<file path="src/rtl/cond_ctrl_pipe_pkg.sv">
// ============================================================================
// Module   : cond_ctrl_pipe_pkg
// Purpose  : Shared condition codes, flag bit positions and control bundles
// Revision : 1.0 - initial release
// ============================================================================
`default_nettype none

package cond_ctrl_pipe_pkg;

  typedef enum logic [3:0] {
    COND_EQ = 4'h0, COND_NE = 4'h1, COND_CS = 4'h2, COND_CC = 4'h3,
    COND_MI = 4'h4, COND_PL = 4'h5, COND_VS = 4'h6, COND_VC = 4'h7,
    COND_HI = 4'h8, COND_LS = 4'h9, COND_GE = 4'hA, COND_LT = 4'hB,
    COND_GT = 4'hC, COND_LE = 4'hD, COND_AL = 4'hE, COND_NV = 4'hF
  } cond_t;

  localparam int c_FLAG_N = 3;
  localparam int c_FLAG_Z = 2;
  localparam int c_FLAG_C = 1;
  localparam int c_FLAG_V = 0;

  // Decode-to-execute control bundle
  typedef struct packed {
    logic       pcsrc;
    logic       regwrite;
    logic       memwrite;
    logic       memtoreg;
    logic       branch;
    logic [1:0] flagwrite;
    logic [3:0] cond;
  } ctrl_t;

  // Controls that survive past execute
  typedef struct packed {
    logic pcsrc;
    logic regwrite;
    logic memwrite;
    logic memtoreg;
  } mctl_t;

endpackage

`default_nettype wire

</file>
<file path="src/rtl/cond_ctrl_pipe_cond_check.sv">
// ============================================================================
// Module   : cond_check
// Purpose  : Combinational ARM condition-code evaluation against {N,Z,C,V}
// Revision : 1.0 - initial release
// ============================================================================
`default_nettype none

module cond_check
  import cond_ctrl_pipe_pkg::*;
(
  input  logic [3:0] i_cond,
  input  logic [3:0] i_flags,
  output logic       o_pass
);

  logic w_n, w_z, w_c, w_v;

  assign w_n = i_flags[c_FLAG_N];
  assign w_z = i_flags[c_FLAG_Z];
  assign w_c = i_flags[c_FLAG_C];
  assign w_v = i_flags[c_FLAG_V];

  always_comb begin
    o_pass = 1'b0;
    case (i_cond)
      COND_EQ: o_pass = w_z;
      COND_NE: o_pass = ~w_z;
      COND_CS: o_pass = w_c;
      COND_CC: o_pass = ~w_c;
      COND_MI: o_pass = w_n;
      COND_PL: o_pass = ~w_n;
      COND_VS: o_pass = w_v;
      COND_VC: o_pass = ~w_v;
      COND_HI: o_pass = w_c & ~w_z;
      COND_LS: o_pass = ~w_c | w_z;
      COND_GE: o_pass = (w_n == w_v);
      COND_LT: o_pass = (w_n != w_v);
      COND_GT: o_pass = ~w_z & (w_n == w_v);
      COND_LE: o_pass = w_z | (w_n != w_v);
      COND_AL: o_pass = 1'b1;
      default: o_pass = 1'b0;  // 0xF never executes
    endcase
  end

endmodule

`default_nettype wire

</file>
<file path="src/rtl/cond_ctrl_pipe.sv">
// ============================================================================
// Module   : cond_ctrl_pipe
// Purpose  : Conditional-execution control pipeline D->E->M(xN)->W with flags
// Revision : 1.0 - initial release
// ============================================================================
`default_nettype none

module cond_ctrl_pipe
  import cond_ctrl_pipe_pkg::*;
#(
  parameter int CTRL_W     = 8,
  parameter int MEM_STAGES = 1
) (
  input  logic              clk,
  input  logic              reset,
  input  logic              valid_d,
  input  logic              pcsrc_d,
  input  logic              regwrite_d,
  input  logic              memwrite_d,
  input  logic              memtoreg_d,
  input  logic              branch_d,
  input  logic [1:0]        flagwrite_d,
  input  logic [3:0]        cond_d,
  input  logic [CTRL_W-1:0] side_d,
  input  logic [3:0]        alu_flags_e,
  input  logic              stall_e,
  input  logic              flush_e,
  output logic              condex_e,
  output logic              branch_taken_e,
  output logic              carry_e,
  output logic [3:0]        flags_q,
  output logic              pcsrc_e,
  output logic              pcsrc_m,
  output logic              pcsrc_w,
  output logic              regwrite_m,
  output logic              regwrite_w,
  output logic              memwrite_m,
  output logic              memtoreg_e,
  output logic              memtoreg_w,
  output logic [CTRL_W-1:0] side_e,
  output logic [CTRL_W-1:0] side_w
);

  logic              r_valid_e;
  ctrl_t             r_ctrl_e;
  logic [CTRL_W-1:0] r_side_e;
  logic [3:0]        r_flags;
  logic              w_pass;
  logic              w_condex;
  ctrl_t             w_ctrl_d;

  mctl_t [MEM_STAGES:0]             w_m_chain;
  logic  [MEM_STAGES:0][CTRL_W-1:0] w_side_chain;

  mctl_t             r_ctrl_w;
  logic [CTRL_W-1:0] r_side_w;

  assign w_ctrl_d = '{pcsrc: pcsrc_d, regwrite: regwrite_d, memwrite: memwrite_d,
                      memtoreg: memtoreg_d, branch: branch_d,
                      flagwrite: flagwrite_d, cond: cond_d};

  // Flush beats stall so a squashed slot can never be held
  always_ff @(posedge clk) begin
    if (reset) begin
      r_valid_e <= 1'b0;
      r_ctrl_e  <= '0;
      r_side_e  <= '0;
    end else if (flush_e) begin
      r_valid_e <= 1'b0;
      r_ctrl_e  <= '0;
      r_side_e  <= '0;
    end else if (!stall_e) begin
      r_valid_e <= valid_d;
      r_ctrl_e  <= w_ctrl_d;
      r_side_e  <= side_d;
    end
  end

  cond_check u_cond_check (
    .i_cond  (r_ctrl_e.cond),
    .i_flags (r_flags),
    .o_pass  (w_pass)
  );

  assign w_condex = r_valid_e & w_pass;

  always_ff @(posedge clk) begin
    if (reset) begin
      r_flags <= '0;
    end else begin
      if (w_condex && r_ctrl_e.flagwrite[1] && !stall_e) begin
        r_flags[c_FLAG_N] <= alu_flags_e[c_FLAG_N];
        r_flags[c_FLAG_Z] <= alu_flags_e[c_FLAG_Z];
      end
      if (w_condex && r_ctrl_e.flagwrite[0] && !stall_e) begin
        r_flags[c_FLAG_C] <= alu_flags_e[c_FLAG_C];
        r_flags[c_FLAG_V] <= alu_flags_e[c_FLAG_V];
      end
    end
  end

  // A stalled E instruction stays put, so M sees a bubble
  always_comb begin
    w_m_chain[0]    = '0;
    w_side_chain[0] = '0;
    if (!stall_e) begin
      w_m_chain[0].pcsrc    = r_ctrl_e.pcsrc    & w_condex;
      w_m_chain[0].regwrite = r_ctrl_e.regwrite & w_condex;
      w_m_chain[0].memwrite = r_ctrl_e.memwrite & w_condex;
      w_m_chain[0].memtoreg = r_ctrl_e.memtoreg;
      w_side_chain[0]       = r_side_e;
    end
  end

  for (genvar gi = 0; gi < MEM_STAGES; gi++) begin : g_mem_stage
    mctl_t             r_ctrl_m;
    logic [CTRL_W-1:0] r_side_m;

    always_ff @(posedge clk) begin
      if (reset) begin
        r_ctrl_m <= '0;
        r_side_m <= '0;
      end else begin
        r_ctrl_m <= w_m_chain[gi];
        r_side_m <= w_side_chain[gi];
      end
    end

    assign w_m_chain[gi+1]    = r_ctrl_m;
    assign w_side_chain[gi+1] = r_side_m;
  end

  always_ff @(posedge clk) begin
    if (reset) begin
      r_ctrl_w <= '0;
      r_side_w <= '0;
    end else begin
      r_ctrl_w <= w_m_chain[MEM_STAGES];
      r_side_w <= w_side_chain[MEM_STAGES];
    end
  end

  assign condex_e       = w_condex;
  assign branch_taken_e = r_ctrl_e.branch & w_condex;
  assign carry_e        = r_flags[c_FLAG_C];
  assign flags_q        = r_flags;
  assign pcsrc_e        = r_ctrl_e.pcsrc;
  assign memtoreg_e     = r_ctrl_e.memtoreg;
  assign side_e         = r_side_e;
  assign pcsrc_m        = w_m_chain[MEM_STAGES].pcsrc;
  assign regwrite_m     = w_m_chain[MEM_STAGES].regwrite;
  assign memwrite_m     = w_m_chain[MEM_STAGES].memwrite;
  assign pcsrc_w        = r_ctrl_w.pcsrc;
  assign regwrite_w     = r_ctrl_w.regwrite;
  assign memtoreg_w     = r_ctrl_w.memtoreg;
  assign side_w         = r_side_w;

endmodule

`default_nettype wire

</file>
<file path="config.mk">
export PLATFORM = sky130hd
export DESIGN_NAME = cond_ctrl_pipe
export DESIGN_NICKNAME = d
export VERILOG_FILES = /design/src/rtl/cond_ctrl_pipe_pkg.sv /design/src/rtl/cond_ctrl_pipe_cond_check.sv /design/src/rtl/cond_ctrl_pipe.sv
export SDC_FILE = /design/constraint.sdc
export NUM_CORES = 1
export LEC_CHECK = 0
export CAP_MARGIN = 10
export CORE_MARGIN = 3
export CORE_UTILIZATION = 25
export CTS_CLUSTER_SIZE = 30
export DETAILED_ROUTE_END_ITERATION = 7
export HOLD_SLACK_MARGIN = 0.15
export SETUP_SLACK_MARGIN = 0.5
export SLEW_MARGIN = 20
export SYNTH_ARGS = -nofsm -noshare
export SYNTH_HDL_FRONTEND = slang
export SYNTH_SLANG_ARGS = --single-unit
</file>
<file path="constraint.sdc">
create_clock -name clk -period 1.8 [get_ports clk]
set_input_delay 0.18 -clock clk [delete_from_list [all_inputs] [get_ports clk]]
set_output_delay 0.18 -clock clk [all_outputs]
set_load 0.005 [all_outputs]
</file>
# Word level (Yosys, flattened, before mapping)
# Index checks and enable logic that the tools add are counted.
[classes]
mux = 1
n_bitwise = 13
n_reduce_logical = 8
eq_ne = 16
[op_table]
columns = ["cell", "n"]
rows = [
  ["== test 4 bit (second input constant)", 7],
  ["== test 4 x 3 -> 1 bit (second input constant)", 4],
  ["one-hot mux 1 bit (15 select lines)", 1],
  ["== test 4 x 2 -> 1 bit (second input constant)", 2],
  ["bitwise AND 1 bit", 7],
  ["== test 4 x 1 -> 1 bit (second input constant)", 1],
  ["logical AND 1 bit", 4],
  ["zero test 4 bit", 1],
  ["inverter 1 bit", 4],
  ["OR reduction 2 bit", 2],
  ["bitwise OR 1 bit", 2],
  ["== test 1 bit", 1],
  ["zero test 1 bit", 1],
  ["inequality test 1 bit", 1],
]
[totals]
wordCells = 58
output_inout_bits = 31
reg_bits = 47

# Longest topological paths before layout
[depth]
word_depth = 6
ltp_mapped = 7
depth_no_buf = 6

# Hierarchy
# From an unflattened synthesis, not the netlist that was laid out.
[unflattened]
cells_unflattened = 165
area_unflattened_um2 = 1757.9
[modules_own_cells]
columns = ["module", "area_each_um2", "cells_per_inst", "seq_area_each_um2", "n_inst"]
rows = [
  ["cond_ctrl_pipe", 1564.0, 137, 940.9, 1],
  ["cond_check", 193.9, 28, 0.0, 1],
]

# Worst setup path after synthesis
# Ideal clock, no wire load.
[synth_path]
path_kind = "flip-flop to output port"
from = "register r_ctrl_e[2] (netlist bit)"
to = "output port branch_taken_e"
stages_incl_launch_ff = 8
path_buffers = 1
t_required_ps = 1620
arrival_time_ps = 1706
slack_ps = -86
path_cell_list = "dfxtp_1 clkbuf_1 mux2i_1 a211o_1 o211ai_1 a211oi_2 nor2_1 and2_1"
[synth_between]
elab_chain_len = 4
word_cells_on_any_way = 18
[synth_rtl]
columns = ["element", "line_no", "rtl"]
rows = [
  ["start, declared", "cond_ctrl_pipe.sv:45", "ctrl_t r_ctrl_e;"],
  ["start signal, assigned", "cond_ctrl_pipe.sv:74", "r_ctrl_e <= w_ctrl_d;"],
  ["== test 4 bit, or another cell as far along", "cond_ctrl_pipe_cond_check.sv:25", "case (i_cond)"],
  ["one-hot mux 1 bit (15 select lines) (*)", "cond_ctrl_pipe_cond_check.sv:25", ""],
  ["bitwise AND 1 bit (*)", "cond_ctrl_pipe.sv:85", "assign w_condex = r_valid_e & w_pass;"],
  ["named net condex_e", "cond_ctrl_pipe.sv:28", "output logic condex_e,"],
  ["bitwise AND 1 bit (*)", "cond_ctrl_pipe.sv:144", "assign branch_taken_e = r_ctrl_e.branch & w_condex;"],
  ["end, declared", "cond_ctrl_pipe.sv:29", "output logic branch_taken_e,"],
]
# Mark *: on every way through the listed nets, which the timed path passes. The rest lies on a longest branch.

# Worst setup path after layout
[layout_path]
from = "register r_ctrl_e[1] (netlist bit)"
to = "output port branch_taken_e"
[layout_between]
elab_chain_len = 4
word_cells_on_any_way = 18
[layout_rtl]
columns = ["element", "line_no"]
rows = [
  ["== test 4 bit, or another cell as far along", "cond_ctrl_pipe_cond_check.sv:25"],
  ["one-hot mux 1 bit (15 select lines) (*)", "cond_ctrl_pipe_cond_check.sv:25"],
  ["bitwise AND 1 bit (*)", "cond_ctrl_pipe.sv:85"],
  ["bitwise AND 1 bit (*)", "cond_ctrl_pipe.sv:144"],
]
# Every way passes the cells marked *; elsewhere a longest branch is shown, timed or not.

==> flow_summary.toml <==
[outcome]
status = "finished, violations left"
failed_checks = "negative setup slack"

[synth]
synth_most_common_cell = "dfxtp_1"
ys.flop_type = "dfxtp_1"
synth_area_leaders = "dfxtp_1, mux2i_1, nor2_1"
synthesis.area_mm2 = 0.00175
synth_top_area_cell = "dfxtp_1"
synth-async-reset-ratio = 0
synthTopCellsByCount = "dfxtp_1, mux2i_1, nor2_1"
yosysSeqAreaShare = 0.538
avgSynthCellArea_um2 = 10.6
ys_warn_count = 0
synthesis.nets = 193
synth_seq_cells = 47
synth.distinct_cells = 30
synth_edf_count = 0
synth.top_cell.area_share = 0.538
synthCells = 165

[finish]
insertedDiodeCount = 0
layout.nets = 273
post-route-util = 0.432
syn_to_final_growth_pct = 62.0
drive_gt1_frac = 0.289

[setup_path]
cp_top_family = "simple AND/OR/NAND/NOR gates"
crit_required_ps = 1620
critPathBufInv = 2
timing.reg2reg.setup_slack_ps = -150
cp-end-kind = "output pin"
rr_endpoint = "flags_q[3]"
critical_path.cell_chain = "mux2_4 > or3_4 > o311ai_4 > a211oi_2 > nor2_2 > buf_4 > and2_4 > buf_6"
cp_slowest_stage_delay_ps = 350
ff2ff_path_depth = 7
start_kind = "register"
crit_slowest_cell = "dfxtp_2"
worstPathMaxFanout = 2
worst-setup-path-type = "reg -> out"
worst-endpoint-arrival_ps = 1920
r2r_start = "r_ctrl_e[1]"

[placed_design]
place.gp.congestion = 0.829
hpwl_um = 2940
io_buffers = 58

[drt]
drt_iter0_markers = 24
drc = 0
wl_um = 4010
via_per_inst = 4.02
wl_per_cell_um = 11.8
ant_nets = 0
firstDrtPassIters = 4
vias = 1364

[hold_path]
min_from = "stall_e"
hold_depth = 3
hp-class = "in -> reg"
hold_end = "r_ctrl_e[5]"

[floorplan]
die_h_um = 89.7
fp-row-count = 29
die_w_um = 89.7
start_util = 0.267
die_area_mm2 = 0.00804
core-area_mm2 = 0.00657
ios = 59

[clock_network]
cts_buffers = 5
cts_max_level = 2
clk_path_buf_depth = 2
cts-root-buf = "clkbuf_8"
cts_sinks = 47
path_clk_slew_ps = 90
cts_hold_buf = 0
clk_latency_ps = 300
cts_tree = "built"

[timing]
min_period_ps = 2100
rsz0062_at_grt = "yes"
hold_viol = 0
final_max_slew_viol_count = 0
worst_slack_ps = -305
tns_ps = -1490
skew_ps = 7.94
fmax_mhz = 475
setup_violations = 9
tightest_slew_ps = 668
slew_headroom = 0.553
min_period_over_period = 1.17

[global_routing]
grt_overflow = 0
grt_start_max_net_pins = 21
antenna_found_initial = 0
grt_pass1_vias = 1358
grt_pass1_wl_um = 6250
grt_usage = 0.101

[flow_run]
max_cap_violations = 0

[power_and_ir_drop]
leakage_nw = 1.36
power.density_mw_per_mm2 = 730
ir_drop_v = 0.000256
-- worst register-to-register path, cell delays in order, from the launching register on --
cell and delay, ps:
dfxtp_2 350, mux2_4 300, or3_4 340, o311ai_4 70
a211oi_2 120, buf_4 170, nor4b_4 300, mux2i_1 230
-- final cells by class --
cell class,instances,area (µm²)
fill,637,3730
sequential,47,968
multi-input combinational,102,816
timing repair buffer,85,800
tap,93,116
clock buffer,6,82.6
clock inverter,2,38.8
inverter,4,15.0
-- cells by family after synthesis --
family          synth area share
mux                        0.155
flops                      0.538
simple gates               0.217
buf+inv                   0.0407
compound gates            0.0450
xor+xnor                 0.00500
-- flip-flops by register name, summed over array words and instances (netlist names) --
register,count
r_valid_e,1
g_mem_stage.r_ctrl_m,1
pcsrc_m,1
pcsrc_w,1
regwrite_w,1
side_w,8
r_ctrl_e,9
pcsrc_e,1
regwrite_m,1
g_mem_stage.r_side_m,8
memwrite_m,1
flags_q,4
side_e,8
memtoreg_w,1
memtoreg_e,1
-- repair_timing --
action                                  CTS  global route
pin swaps                                 8             5
resized for setup                        55            24
setup buffers                             8             3
endpoints found under the setup margin   30            24
-- metal layers --
layer,GRT usage,routed length [µm],part of all wire
met1,0.127,1820,0.45
met2,0.167,1910,0.47
met3,0.0310,255,0.064
met4,0.0284,29,0.0072
met5,0,0,0
-- cells in the final DEF (no fill, tap or decap), drive strengths merged, types with 2 or more instances in the layout --
| cell type | count |
|---|---|
| nor4b | 2 |
| clkdlybuf4s50 | 26 |
| buf | 31 |
| and2 | 10 |
| dlygate4sd2 | 20 |
| dfxtp | 47 |
| clkbuf | 6 |
| and3 | 3 |
| nor2 | 22 |
| nand2 | 2 |
| nand2b | 8 |
| nor3b | 2 |
| mux2i | 26 |
| inv | 5 |
| nor2b | 11 |
| dlymetal6s2s | 8 |
-- stage by stage --
stage | area (µm²) | instances | power (mW) | setup WS (ps) | hold WS, ps
6_report | 2840 | 339 | 2.07 | -305 | 374
5_1_grt | 2840 | 339 | 2.15 | -367 | 395
4_1_cts | 2730 | 336 | 2.11 | -389 | 374
3_5_place_dp | 2520 | 320 | 1.28 | -387 | 423
3_3_place_gp | 2520 | 320 | 1.28 | -338 | 417
2_1_floorplan | 1770 | 165 | 1.18 | -44.6 | 324
-- worst max path at each step --
stage / start / end / cells past startpoint
floorplan: flags_q[0] / branch_taken_e / 6
global placement: r_ctrl_e[1] / branch_taken_e / 7
detailed placement: r_ctrl_e[1] / branch_taken_e / 8
CTS: r_ctrl_e[1] / branch_taken_e / 8
global route: flags_q[3] / branch_taken_e / 9
finish: r_ctrl_e[1] / branch_taken_e / 8
-- power breakdown --
group / internal [mW] / switching (mW) / total, mW
logic: 0.118 / 0.0753 / 0.193
clock network: 0.457 / 0.355 / 0.812
registers: 1.05 / 0.0124 / 1.07
No activity file was read; power rests on OpenSTA's default activity.
